File: src/rtl/regfile_pkg.sv
// Shared definitions for the multi-port register file.
//   DEF_AW / DEF_DW / DEF_NRP : default address width, data width, read-port count
//   DEF_N                     : default register count (2**DEF_AW)
//   lane_lo()                 : low bit of lane p in a flattened bus of w-bit lanes
package regfile_pkg;

    localparam int unsigned DEF_AW  = 3;
    localparam int unsigned DEF_DW  = 16;
    localparam int unsigned DEF_NRP = 2;
    localparam int unsigned DEF_N   = 1 << DEF_AW;

    // Port p of a flattened bus occupies bits [lane_lo(p, w) +: w].
    function automatic int unsigned lane_lo(input int unsigned p, input int unsigned w);
        return p * w;
    endfunction

endpackage

File: src/rtl/regfile_rd_port.sv
// One registered read port of regfile_mp_sb.
//   clk, rst_n     : clock, asynchronous active-low reset
//   rd_en, rd_addr : read strobe and address for this port
//   wr_en, wr_addr, wr_data : effective write of this cycle (for write-first bypass)
//   mem_data       : storage contents at rd_addr
//   busy_nxt       : next-state busy bit of the register at rd_addr
//   rd_data, rd_vld, rd_busy : registered outputs; data/busy hold while rd_en=0
module regfile_rd_port #(
    parameter int unsigned AW = 3,
    parameter int unsigned DW = 16
) (
    input  logic          clk,
    input  logic          rst_n,
    input  logic          rd_en,
    input  logic [AW-1:0] rd_addr,
    input  logic          wr_en,
    input  logic [AW-1:0] wr_addr,
    input  logic [DW-1:0] wr_data,
    input  logic [DW-1:0] mem_data,
    input  logic          busy_nxt,
    output logic [DW-1:0] rd_data,
    output logic          rd_vld,
    output logic          rd_busy
);

    logic [DW-1:0] data_sel;

    // Write-first: a same-cycle write to the addressed register wins.
    always_comb begin
        data_sel = mem_data;
        if (wr_en && (wr_addr == rd_addr)) begin
            data_sel = wr_data;
        end
    end

    always_ff @(posedge clk or negedge rst_n) begin
        if (!rst_n) begin
            rd_data <= '0;
            rd_vld  <= 1'b0;
            rd_busy <= 1'b0;
        end else begin
            rd_vld <= rd_en;
            if (rd_en) begin
                rd_data <= data_sel;
                rd_busy <= busy_nxt;
            end
        end
    end

endmodule

File: src/rtl/regfile_mp_sb.sv
// Multi-read-port register file with registered reads, write-to-read bypass
// and a per-register busy scoreboard.
//   clk, rst_n          : clock, asynchronous active-low reset
//   wr_en/addr/data     : write port; a write clears the register's busy bit
//   rsv_en/addr         : reserve port; sets the busy bit (wins over a same-cycle clear)
//   rd_en/addr          : NRP read ports, addresses packed AW bits per port
//   rd_data/vld/busy    : registered per-port results, data packed DW bits per port
//   busy_vec            : scoreboard, one bit per register
// Build option: define REGFILE_ZERO_REG_EN to hardwire register 0 to zero
// (writes/reservations to address 0 are dropped, busy_vec[0] stays 0).
module regfile_mp_sb
    import regfile_pkg::*;
#(
    parameter int unsigned AW  = DEF_AW,
    parameter int unsigned DW  = DEF_DW,
    parameter int unsigned NRP = DEF_NRP
) (
    input  logic                clk,
    input  logic                rst_n,
    input  logic                wr_en,
    input  logic [AW-1:0]       wr_addr,
    input  logic [DW-1:0]       wr_data,
    input  logic                rsv_en,
    input  logic [AW-1:0]       rsv_addr,
    input  logic [NRP-1:0]      rd_en,
    input  logic [NRP*AW-1:0]   rd_addr,
    output logic [NRP*DW-1:0]   rd_data,
    output logic [NRP-1:0]      rd_vld,
    output logic [NRP-1:0]      rd_busy,
    output logic [(1<<AW)-1:0]  busy_vec
);

    localparam int unsigned N = 1 << AW;

    logic [DW-1:0] mem [N];
    logic [N-1:0]  busy_nxt;
    logic          wr_eff;
    logic          rsv_eff;

    // With the zero register, accesses to address 0 are simply suppressed;
    // mem[0] then stays at its reset value and reads of it return 0.
    always_comb begin
`ifdef REGFILE_ZERO_REG_EN
        wr_eff  = wr_en  && (wr_addr  != '0);
        rsv_eff = rsv_en && (rsv_addr != '0);
`else
        wr_eff  = wr_en;
        rsv_eff = rsv_en;
`endif
    end

    // Clear first, then set: a same-cycle reservation belongs to a later producer.
    always_comb begin
        busy_nxt = busy_vec;
        if (wr_eff) begin
            busy_nxt[wr_addr] = 1'b0;
        end
        if (rsv_eff) begin
            busy_nxt[rsv_addr] = 1'b1;
        end
    end

    always_ff @(posedge clk or negedge rst_n) begin
        if (!rst_n) begin
            for (int unsigned i = 0; i < N; i++) begin
                mem[i] <= '0;
            end
            busy_vec <= '0;
        end else begin
            if (wr_eff) begin
                mem[wr_addr] <= wr_data;
            end
            busy_vec <= busy_nxt;
        end
    end

    for (genvar p = 0; p < NRP; p++) begin : g_rd
        logic [AW-1:0] addr_p;

        always_comb begin
            addr_p = rd_addr[lane_lo(p, AW) +: AW];
        end

        regfile_rd_port #(
            .AW (AW),
            .DW (DW)
        ) u_port (
            .clk      (clk),
            .rst_n    (rst_n),
            .rd_en    (rd_en[p]),
            .rd_addr  (addr_p),
            .wr_en    (wr_eff),
            .wr_addr  (wr_addr),
            .wr_data  (wr_data),
            .mem_data (mem[addr_p]),
            .busy_nxt (busy_nxt[addr_p]),
            .rd_data  (rd_data[lane_lo(p, DW) +: DW]),
            .rd_vld   (rd_vld[p]),
            .rd_busy  (rd_busy[p])
        );
    end

endmodule

File: config.mk
export PLATFORM = sky130hd
export DESIGN_NAME = regfile_mp_sb
export DESIGN_NICKNAME = d
export VERILOG_FILES = /design/src/rtl/regfile_pkg.sv /design/src/rtl/regfile_rd_port.sv /design/src/rtl/regfile_mp_sb.sv
export SDC_FILE = /design/constraint.sdc
export NUM_CORES = 1
export LEC_CHECK = 0
export ABC_AREA = 1
export BUFFER_PORTS_ARGS = -buffer_cell sky130_fd_sc_hd__buf_2
export CORE_UTILIZATION = 41
export DETAILED_ROUTE_END_ITERATION = 10
export PLACE_DENSITY = 0.59
export SYNTH_ARGS = -nofsm -noshare
export SYNTH_HDL_FRONTEND = slang
export SYNTH_HIERARCHICAL = 1
export SYNTH_SLANG_ARGS = --single-unit
File: constraint.sdc
create_clock -name clk -period 1.2 [get_ports clk]
set_input_delay 0.24 -clock clk [delete_from_list [all_inputs] [get_ports clk]]
set_output_delay 0.24 -clock clk [all_outputs]
set_load 0.02 [all_outputs]
Word level (Yosys, flattened, before mapping)
Cells that the tools add are included.
- flip-flop bits (word level): 172
- input bits: 34
- output and inout bits: 44
- logic and storage cells: 59
- magnitude comparators: 10
- eq/ne operators: 2
- muxes and demuxes: 21
- bitwise logic cells: 6
- reduce and logical (&&, ||, !) cells: 5
- operators by type and width (cell ; count):
    bitwise mux 128 bit ; 1
    2-to-1 mux 16 bit ; 7
    binary-select mux 16 bit (select 3 bit) ; 2
    demux 16 bit (select 3 bit) ; 1
    less-than comparator 3 x 4 -> 1 bit (second input constant) ; 4
    2-to-1 mux 8 bit ; 2
    >= comparator 4 bit (second input constant) ; 3
    NOT 3 -> 4 bit ; 3
    bitwise AND 8 bit ; 1
    NOT 8 bit ; 1
    bitwise OR 8 bit ; 1
    binary-select mux 1 bit (select 3 bit) ; 2
    demux 1 bit (select 3 bit) ; 2
    equality test 3 bit ; 2
    >= comparator 3 x 1 -> 1 bit (second input constant) ; 2
    logical AND 1 bit ; 5
    less-than comparator 4 x 1 -> 1 bit (second input constant) ; 1
    2-to-1 mux 1 bit ; 4

Logic depth before layout (Yosys ltp)
Gate-level depths: netlist of run 1.
- depth after elaboration: 11
- mapped depth: 11
- depth with buffers taken out: 11

Hierarchy
Netlist of run 1, hierarchy kept.
- modules (own cells, without submodules) (module ; instances ; cells each ; area each (um^2) ; seq. area each (um^2)):
    regfile_mp_sb ; 1 ; 1015 ; 7353.3 ; 3403.3
    regfile_rd_port ; 2 ; 157 ; 1081.0 ; 450.4

Least setup slack after synthesis of run 1
No wires, ideal clock.
- kind: input to register
- start: input port rd_addr[5]
- end: register g_rd[1].u_port.rd_data[12]
- setup time: 117 ps
- arrival time: 1076 ps
- required time: 1083 ps
- slack: 6 ps
- stages on the path: 9
- buffers on the path: 2
- path through: buf_2 clkinv_1 buf_1 nand2_1 nand2_1 inv_1 nand2_1 nand3_1 nand2_1
- cells in the longest elaborated chain, start to end: 5
- elaborated cells between the ends (all ways): 7
- those cells by class: eq/ne: 1; mux: 4; bitwise: 1; reduce/logical: 1
- ends and longest elaborated chain (what ; RTL line ; text):
    start: declaration ; regfile_mp_sb.sv:26 ; input logic [NRP*AW-1:0] rd_addr,
    NOT 3 -> 4 bit (implied by the code) ; regfile_mp_sb.sv:95 ; .mem_data (mem[addr_p]),
    binary-select mux 16 bit (select 3 bit) ; regfile_mp_sb.sv:95 ;
    2-to-1 mux 16 bit (implied by the code) (2 in a row) ; regfile_mp_sb.sv:95 ;
    2-to-1 mux 16 bit * ; regfile_rd_port.sv:31 ; if (wr_en && (wr_addr == rd_addr)) begin
    end signal: assignment ; regfile_rd_port.sv:44 ; rd_data <= data_sel;
    end: declaration ; regfile_rd_port.sv:21 ; output logic [DW-1:0] rd_data,
Every way passes the cells marked *; elsewhere a longest branch is shown, timed or not. The select of a mux whose other input is x is not followed.
A chain may end at the register's enable or synchronous reset.

Worst setup path after layout of run 1
- start: register busy_vec[2]
- end: output port busy_vec[2]
- RTL lines (what ; RTL line ; text):
    start: declaration ; regfile_mp_sb.sv:30 ; output logic [(1<<AW)-1:0] busy_vec
    start signal: assignment ; regfile_mp_sb.sv:73 ; busy_vec <= busy_nxt;
No word-level cell between the ends.

==> results of run 1 <==
## kinds of logic after synthesis
| kind of cell | count (synthesis) | share of synthesized area [%] |
|---|---|---|
| AO/OA/AOI/OAI | 384 | 20.2 |
| buffers and inverters | 223 | 10.1 |
| flip-flops | 172 | 45.2 |
| AND/OR/NAND/NOR | 550 | 24.5 |
## path summary, 6_finish.rpt
path,from,end,slack (ns),cells after the start
max,busy_vec[2],busy_vec[2],-0.11,2
min,rd_en[0],g_rd[0].u_port/rd_vld,0.16,2
max reg2reg,mem[97],g_rd[0].u_port/rd_data[1],-0.01,10
min reg2reg,mem[110],mem[110],0.49,2
max in group asynchronous,rst_n,mem[65],0.37,3
min in group asynchronous,rst_n,g_rd[1].u_port/rd_data[0],0.26,2
## worst max-delay path, delay by kind of cell, from the launching register on
kind	cells	cell delay (ns)
flops	1	0.40
buf+inv	2	0.24
## what timing repair did
item,in CTS,in global routing
hold buffers,1,0
buffers inserted,20,16
setup endpoints to repair,47,78
gates resized for setup,95,180
pin swaps,0,59
endpoints found under the hold margin,20,0
## metal layers
layer  global-route usage [%]  up-vias  share of wire [%]
li1                         -     4547                  -
met1                     36.2     4383                 45
met2                     43.1      345                 46
met3                     4.40       53                6.7
met4                     8.02        0                2.0
met5                        0        -                  0
## cell type report
cell class	count	area (um^2)	area share, %
Tap cell	285	357	2.94
Inverter	138	520	4.29
Sequential cell	172	4300	35.5
Clock inverter	11	109	0.897
Multi-Input combinational cell	934	4510	37.2
Clock buffer	21	470	3.88
Timing Repair Buffer	187	1860	15.3
## through the flow
stage	utilization (%)	worst slack [ns]	hold slack, ns	cell area [um^2]	TNS (ns)
after floorplan	-	0.00623	-0.0556	9520	0
after global placement	47.2	-0.295	0.163	10700	-12.02
after detailed placement	47.2	-0.315	0.162	10700	-14.49
after CTS	51.7	-0.106	0.138	11700	-0.810
after global routing	53.4	-0.142	0.148	12100	-3.25
final	53.4	-0.114	0.162	12100	-0.704
## registers in the layout (all words and copies together), names as in the netlist
| name | cells |
|---|---|
| g_rd.u_port/rd_busy | 2 |
| busy_vec | 8 |
| g_rd.u_port/rd_data | 32 |
| g_rd.u_port/rd_vld | 2 |
| mem | 128 |
## Yosys cell counts, types with 3 or more instances
cell type | count | share of area, %
a21oi_1 | 64 | 3.4
nand2_2 | 14 | 0.92
buf_2 | 40 | 2.1
buf_6 | 4 | 0.47
o21ai_0 | 260 | 14
nand3_1 | 88 | 4.6
dfrtp_1 | 172 | 45
nand4_1 | 8 | 0.53
nor2_2 | 4 | 0.26
nor2_8 | 4 | 0.84
inv_1 | 129 | 5.1
buf_1 | 3 | 0.12
nand2_1 | 364 | 14
buf_4 | 11 | 0.87
inv_2 | 4 | 0.16
clkbuf_1 | 26 | 1.0
o21ai_1 | 60 | 3.2
clkinv_1 | 4 | 0.16
nor2_1 | 65 | 2.6
## power by group
part	total (W)	switching (W)	internal (W)	leakage, nW
registers	0.00767	0.000809	0.00686	2.16
logic	0.00490	0.00274	0.00215	3.65
clock network	0.00550	0.00245	0.00305	0.278
total	0.0181	0.00600	0.0121	6.09
==> impl_metrics.ini, run 1 <==
[status]
status = finished, violations left
violations = negative setup slack

[die]
die_h_um = 154
core_um2 = 22700
die_x_um = 154
dieArea_um2 = 23800
io_pins = 78
fp-row-count = 55
start_util_pct = 41.9

[detailed_routing]
drtAntennaViolNets = 0
routedWlPerCell_um = 17.4
dr.pass1.iters = 5
drc = 0
viasPerCell = 5.34
vias = 9328
drtIter0Drc = 825
routed_wl_um = 30400

[layout]
final_cells = 1748
final_cell_mix = nand2_1, o21ai_0, dfrtp_1
fin_nets = 1484
syn2layout_area_growth_pct = 27.5
mostFrequentLayoutCell = nand2_1
fillers = 2174
drive_above_1_share_pct = 24.2
diodes = 0

[place]
placedCellCount = 1679
dp_hpwl_um = 19700
gp_congestion = 0.872
portBuffers = 77

[setup_path]
worstPathArrival_ns = 1.07
critPathCaptureType = output pin
critPathKind = reg -> out
cp_max_fo = 2
slowest_stage = dfrtp_1
crit_required_ns = 0.96
path_cells = buf_6 -> buf_6
crit_path_max_incr_delay_ns = 0.40
crit_top_cell = buf_6
worstSetupStartpointType = register

[cts]
numCtsBuffers = 17
numClockSinks = 172
clockBufferDepth = 2
root_buffer = clkbuf_16
clock_latency_ns = 0.44
path_clk_slew_ns = 0.07
cts_tree = built
htreeDepth = 4

[sta]
hold_violations = 0
fmax_mhz = 761
setup_viol = 35
min_period_ns = 1.31
worst_slew_pin_slew_ns = 0.476
finClkSkew_ns = 0.0120
setup_slack_ns = -0.114
maxSlewViolCount = 0
period_share_pct = 110
rsz0062_at_grt = true
slew_headroom_pct = 68.2

[job]
maxCapViolations = 0

[synth]
syn_area_per_cell_um2 = 7.16
ys_seq_area_share_pct = 45.2
synthFlopType = dfrtp_1
yosysUniqueCellTypes = 23
ys_seq_elements = 172
synth_edf_count = 0
synth_area_um2 = 9520
postSynthCellCount = 1329
synth_nets = 1363
ys_async_sr_fraction_pct = 100
synth.yosys.warnings = 6

[grt]
track_usage_pct = 26.5
grt_max_degree = 42
overflow = 0
grt_pass1_vias = 8820
grt_pass1_wl_um = 48600
antenna_found_initial = 0

[pwr]
leakagePower_nw = 6.09
power_density_nw_per_um2 = 1490
ir_drop_mv = 1.06
p_total_w = 0.0181

[min_path]
holdCritPathClass = in -> reg
(Power assumes the default switching activity.)
==> run 2: changes to the inputs <==
--- a/config.mk
+++ b/config.mk
@@ -6,11 +6,11 @@
 export NUM_CORES = 1
 export LEC_CHECK = 0
 export ABC_AREA = 1
+export ABC_CLOCK_PERIOD_IN_PS = 1200
 export BUFFER_PORTS_ARGS = -buffer_cell sky130_fd_sc_hd__buf_2
 export CORE_UTILIZATION = 41
 export DETAILED_ROUTE_END_ITERATION = 10
 export PLACE_DENSITY = 0.59
 export SYNTH_ARGS = -nofsm -noshare
 export SYNTH_HDL_FRONTEND = slang
-export SYNTH_HIERARCHICAL = 1
 export SYNTH_SLANG_ARGS = --single-unit
==> constraint.sdc (replaced) <==
create_clock -name clk -period 1.2 [get_ports clk]
set_input_delay 0.24 -clock clk [delete_from_list [all_inputs] [get_ports clk]]
set_output_delay 0.24 -clock clk [all_outputs]
set_load 0.01 [all_outputs]
==> run 2 against run 1 <==
  * The run still ends with negative setup slack left
  * Die area fell by 5.6%
  * First-iteration DRC count fell by 13%
  * Wire length fell by 0.50%
  * Area after synthesis fell by 5.6%
  * Clock skew rose by 0.0016 ns
  * Critical path type unchanged
  * Largest cell class is now sequential cells
==> impl_metrics.ini, run 2 <==
[status]
status = finished, violations left
violations = negative setup slack

[synth]
syn_area_per_cell_um2 = 7.58
synth_area_leader_cell = dfrtp_1
postSynthCellCount = 1185
ys_seq_area_share_pct = 47.9
ys_async_sr_fraction_pct = 100
synth.area.top_cells = dfrtp_1, o21ai_0, nand2_1, nor2_1, nand3_1
synthFlopType = dfrtp_1
ys_seq_elements = 172
synth.yosys.warnings = 0
yosysMostFrequentCell = o21ai_0
yosysUniqueCellTypes = 24
synth_edf_count = 0
synthTopCellsByCount = o21ai_0, nand2_1, dfrtp_1
synth_area_um2 = 8980
synth_nets = 1219
yosys.area.top_type_share_pct = 47.9

[detailed_routing]
viasPerCell = 5.60
drc = 0
drtAntennaViolNets = 0
vias = 8850
routed_wl_um = 30200
dr.pass1.iters = 5
drtIter0Drc = 721
routedWlPerCell_um = 19.1

[pwr]
pwr-share-clk_pct = 32.4
p_int_w = 0.0114
power_density_nw_per_um2 = 1550
p_switching_w = 0.00549
ir_drop_mv = 0.879
comb_power_share_pct = 22.4
pwr-share-seq_pct = 45.2
p_total_w = 0.0168
sw_frac_of_total_pct = 32.6
leakagePower_nw = 5.18

[grt]
grt_pass1_vias = 8352
overflow = 0
grt_max_degree = 52
grt_pass1_wl_um = 46900
track_usage_pct = 27.9
antenna_found_initial = 0

[die]
dieArea_um2 = 22500
start_util_pct = 42.3
fp-row-count = 53
die_h_um = 150
io_pins = 78
die_x_um = 150
core_um2 = 21200

[setup_path]
crit_required_ns = 0.96
cp.depth = 1
critPathCaptureType = output pin
slowest_stage = dfrtp_1
path_cells = buf_2
crit_path_max_incr_delay_ns = 0.44
r2r_cells = 7
cp_max_fo = 2
worstPathArrival_ns = 1.04
critPathKind = reg -> out
path_delay_family = flip-flops
critPathBufInv = 1
worstSetupStartpointType = register

[sta]
setup_slack_ns = -0.0842
min_period_ns = 1.28
finClkSkew_ns = 0.0135
setup_viol = 28
finalSetupTns_ns = -0.391
period_share_pct = 107
fmax_mhz = 779
maxSlewViolCount = 0
rsz0062_at_grt = true
worst_slew_pin_slew_ns = 0.479
slew_headroom_pct = 68.0
hold_violations = 0

[layout]
drive_above_1_share_pct = 19.0
final_cell_mix = nand2_1, o21ai_0, dfrtp_1
mostFrequentLayoutCell = nand2_1
syn2layout_area_growth_pct = 20.8
fillers = 2085
diodes = 0
largest_reg_flops = 128
fin_nets = 1327
top_regs = mem: 128 flops, g_rd.u_port.rd_data: 32 flops, busy_vec: 8 flops
regMostFlops = mem

[place]
portBuffers = 77
pre_cts_slack_ns = -0.351
dp_hpwl_um = 20300
gp_congestion = 0.884

[min_path]
hold_depth = 1
holdCritPathClass = in -> reg

[cts]
htreeDepth = 4
clock_latency_ns = 0.44
cts_tree = built
path_clk_slew_ns = 0.08
numCtsBuffers = 17
clockBufferDepth = 2
root_buffer = clkbuf_16
numClockSinks = 172

[job]
maxCapViolations = 0
-- run 2: cell count changes after synthesis, sizes merged, moves of 22 or more --
| cell | previous run | this run |
|---|---|---|
| nand3 | 88 | 45 |
| inv | 134 | 54 |
| o211ai | 0 | 22 |
| nand2 | 380 | 258 |
| a21oi | 64 | 31 |
| nor2 | 74 | 152 |
| o22ai | 0 | 36 |
-- run 2: area by class of cell --
cell class | count | area (um^2) | area share, %
clock buffer | 19 | 433 | 3.99
clock inverter | 13 | 134 | 1.23
inverter | 56 | 223 | 2.05
multi-input combinational | 867 | 4050 | 37.3
sequential | 172 | 4300 | 39.7
tap | 275 | 344 | 3.17
timing repair buffer | 179 | 1360 | 12.6
-- run 2: metrics by stage --
step | instance area [um^2] | std cells | hold WS [ns] | util [%]
2_1_floorplan | 8980 | 1185 | -0.0556 | -
3_3_place_gp | 9960 | 1522 | 0.0987 | 46.9
3_5_place_dp | 9960 | 1522 | 0.100 | 46.9
4_1_cts | 10700 | 1571 | 0.00450 | 50.3
5_1_grt | 10800 | 1581 | 0.00632 | 51.1
6_report | 10800 | 1581 | 0.0106 | 51.1
-- run 2: kinds of logic (layout without fill, tap and decap cells) --
logic type	Yosys count	in the layout	synth area share (%)
flops	172	172	47.9
simple gates	463	463	20.3
buf+inv	146	267	8.00
compound gates	404	404	23.8
-- run 2: worst paths after layout --
path	to	slack, ns	startpoint
worst max-delay path	rd_data[26]	-0.08	g_rd[1].u_port.rd_data[10]
worst min-delay path	g_rd[1].u_port.rd_vld	0.01	rd_en[1]
worst max register to register	g_rd[1].u_port.rd_busy	0.05	busy_vec[1]
worst min register to register	g_rd[0].u_port.rd_data[12]	0.48	g_rd[0].u_port.rd_data[12]
max in group asynchronous	mem[21]	0.47	rst_n
min in group asynchronous	mem[110]	0.21	rst_n
-- run 2: power by group through the flow --
stage	clock (W)	sequential, W	combinational [W]
2_1_floorplan	0	0.00760	0.00208
3_3_place_gp	0	0.00767	0.00336
3_5_place_dp	0	0.00768	0.00344
4_1_cts	0.00552	0.00758	0.00359
5_1_grt	0.00576	0.00775	0.00427
6_report	0.00545	0.00761	0.00377
-- run 2: per-layer routing --
metal	global-route usage [%]	vias up	wire, um
li1	-	4194	-
met1	37.5	4214	13000
met2	44.3	372	14000
met3	4.48	70	2050
met4	12.2	0	1100
met5	0	-	0
-- run 2: what timing repair did --
item | 4_1_cts | 5_1_grt
pin swaps | 4 | 15
endpoints found under the setup margin | 43 | 65
setup buffers | 16 | 11
hold buffers | 1 | 0
gates resized for setup | 5 | 56
hold endpoints to repair | 172 | 0
==> run 3: changes to the inputs <==
--- a/config.mk
+++ b/config.mk
@@ -8,9 +8,11 @@
 export ABC_AREA = 1
 export ABC_CLOCK_PERIOD_IN_PS = 1200
 export BUFFER_PORTS_ARGS = -buffer_cell sky130_fd_sc_hd__buf_2
+export CORE_ASPECT_RATIO = 0.75
 export CORE_UTILIZATION = 41
 export DETAILED_ROUTE_END_ITERATION = 10
 export PLACE_DENSITY = 0.59
+export SLEW_MARGIN = 20
 export SYNTH_ARGS = -nofsm -noshare
 export SYNTH_HDL_FRONTEND = slang
 export SYNTH_SLANG_ARGS = --single-unit
==> run 3 against run 2 <==
  * The flow still finishes with violations (negative setup slack)
  * Worst setup slack better by 0.015 ns
  * Sequential share of layout area is 0.85 points lower
  * Sequential cell count stayed put
  * Wire length is 3.1% higher
  * Total power is 2.3% higher
  * Count of clock-buffer cells in the layout is 4 higher
  * Clock skew is 0.0066 ns lower
  * Critical endpoint is now rd_data[21]
  * Largest cell class unchanged
==> impl_metrics.ini, run 3 (synthesized netlist as in run 2, its figures left out) <==
[sta]
rsz0062_at_grt = true
setup_viol = 15
hold_slack_ns = 0.117
setup_slack_ns = -0.0688
hold_violations = 0
period_share_pct = 106
min_period_ns = 1.27
maxSlewViolCount = 0
fmax_mhz = 788
slew_headroom_pct = 65.9
finClkSkew_ns = 0.00692
worst_slew_pin_slew_ns = 0.512

[cts]
clockBufferDepth = 2
htreeDepth = 4
cts_tree = built
path_clk_slew_ns = 0.07
root_buffer = clkbuf_16
clock_latency_ns = 0.43
numCtsBuffers = 17
numClockSinks = 172

[detailed_routing]
vias = 9005
viasPerCell = 5.61
drc = 0
dr.pass1.iters = 6
drtIter0Drc = 935
routedWlPerCell_um = 19.4
routed_wl_um = 31200
drtAntennaViolNets = 0

[die]
dieArea_um2 = 22500
die_x_um = 173
fp-row-count = 46
core_um2 = 21300
start_util_pct = 42.2
die_h_um = 130
io_pins = 78

[layout]
syn2layout_area_growth_pct = 23.5
fin_nets = 1338
largest_reg_flops = 128
mostFrequentLayoutCell = nand2_1
top_regs = mem: 128 flops, g_rd.u_port.rd_data: 32 flops, busy_vec: 8 flops
regMostFlops = mem
final_cell_mix = nand2_1, o21ai_0, dfrtp_1
fillers = 2073
diodes = 0
drive_above_1_share_pct = 20.0

[setup_path]
path_cells = buf_2
slowest_stage = dfrtp_1
critPathCaptureType = output pin
rrSetupSlack_ns = 0.06
path_delay_family = flip-flops
crit_path_max_incr_delay_ns = 0.43
cp_max_fo = 2
critPathKind = reg -> out
crit_required_ns = 0.96
worstSetupStartpointType = register
worstPathArrival_ns = 1.03
critPathBufInv = 1

[pwr]
leakagePower_nw = 5.27
ir_drop_mv = 1.00
power_density_nw_per_um2 = 1550
p_total_w = 0.0172

[grt]
overflow = 0
grt_pass1_vias = 8323
track_usage_pct = 28.6
grt_pass1_wl_um = 48600
antenna_found_initial = 0
grt_max_degree = 35

[status]
violations = negative setup slack
status = finished, violations left

[min_path]
holdCritPathClass = in -> reg

[place]
dp_hpwl_um = 20000
portBuffers = 77
gp_congestion = 0.888

[job]
maxCapViolations = 0
==> run 3: final cells by class <==
class | instances | area (um^2) | share of cell area (%)
well taps | 288 | 360 | 3.25
multi-input cells | 867 | 4070 | 36.7
flip-flops and latches | 172 | 4300 | 38.8
clock inverters | 9 | 111 | 1.00
repair buffers | 190 | 1530 | 13.8
clock buffers | 23 | 478 | 4.31
inverters | 56 | 225 | 2.03
==> run 3: final timing paths <==
kind                                           start                    endpoint  cells past startpoint
setup reg to reg                              mem[3]   g_rd[1].u_port.rd_data[3]                      7
hold reg to reg                              mem[71]                     mem[71]                      2
min in group asynchronous                      rst_n                     mem[99]                      2
hold / removal                           wr_data[15]  g_rd[1].u_port.rd_data[15]                      3
max in group asynchronous                      rst_n  g_rd[0].u_port.rd_data[15]                      3
setup / recovery           g_rd[1].u_port.rd_data[5]                 rd_data[21]                      1
==> run 3: repair_timing <==
item                                    4_1_cts  5_1_grt
endpoints found under the setup margin       40       63
hold endpoints to repair                    155        0
gates resized for setup                       4       68
hold buffers                                  1        0
cloned                                        0        0
setup buffers                                12       10
pin swaps                                     0       28
==> run 3: power by group <==
group	switching (W)	total (W)	internal [W]
Combinational	0.00226	0.00399	0.00173
Sequential	0.000741	0.00759	0.00685
Clock	0.00241	0.00565	0.00324
Total	0.00541	0.0172	0.0118
==> run 3: through the flow <==
step	TNS (ns)	worst slack [ns]	cells	area, um^2	util [%]
finish	-0.474	-0.0688	1605	11100	52.1
CTS	-0.763	-0.0715	1596	10900	51.0
global route	-1.22	-0.0761	1605	11100	52.1
global placement	-28.96	-0.429	1551	10200	47.7
detailed placement	-28.89	-0.399	1551	10200	47.7
floorplan	0	0.00108	1185	8980	-
==> run 3: worst min-delay path, cell delays in order <==
cell and delay [ns]:
buf_2 0.08, o21ai_0 0.07, o21ai_1 0.12
==> run 3: metal layers <==
metal | vias to the layer above | global-route usage (%) | part of all wire, %
met5 | - | 0 | 0
li1 | 4219 | - | -
met2 | 383 | 45.2 | 44
met3 | 60 | 4.34 | 7.7
met4 | 0 | 11.0 | 2.9
met1 | 4343 | 39.8 | 45
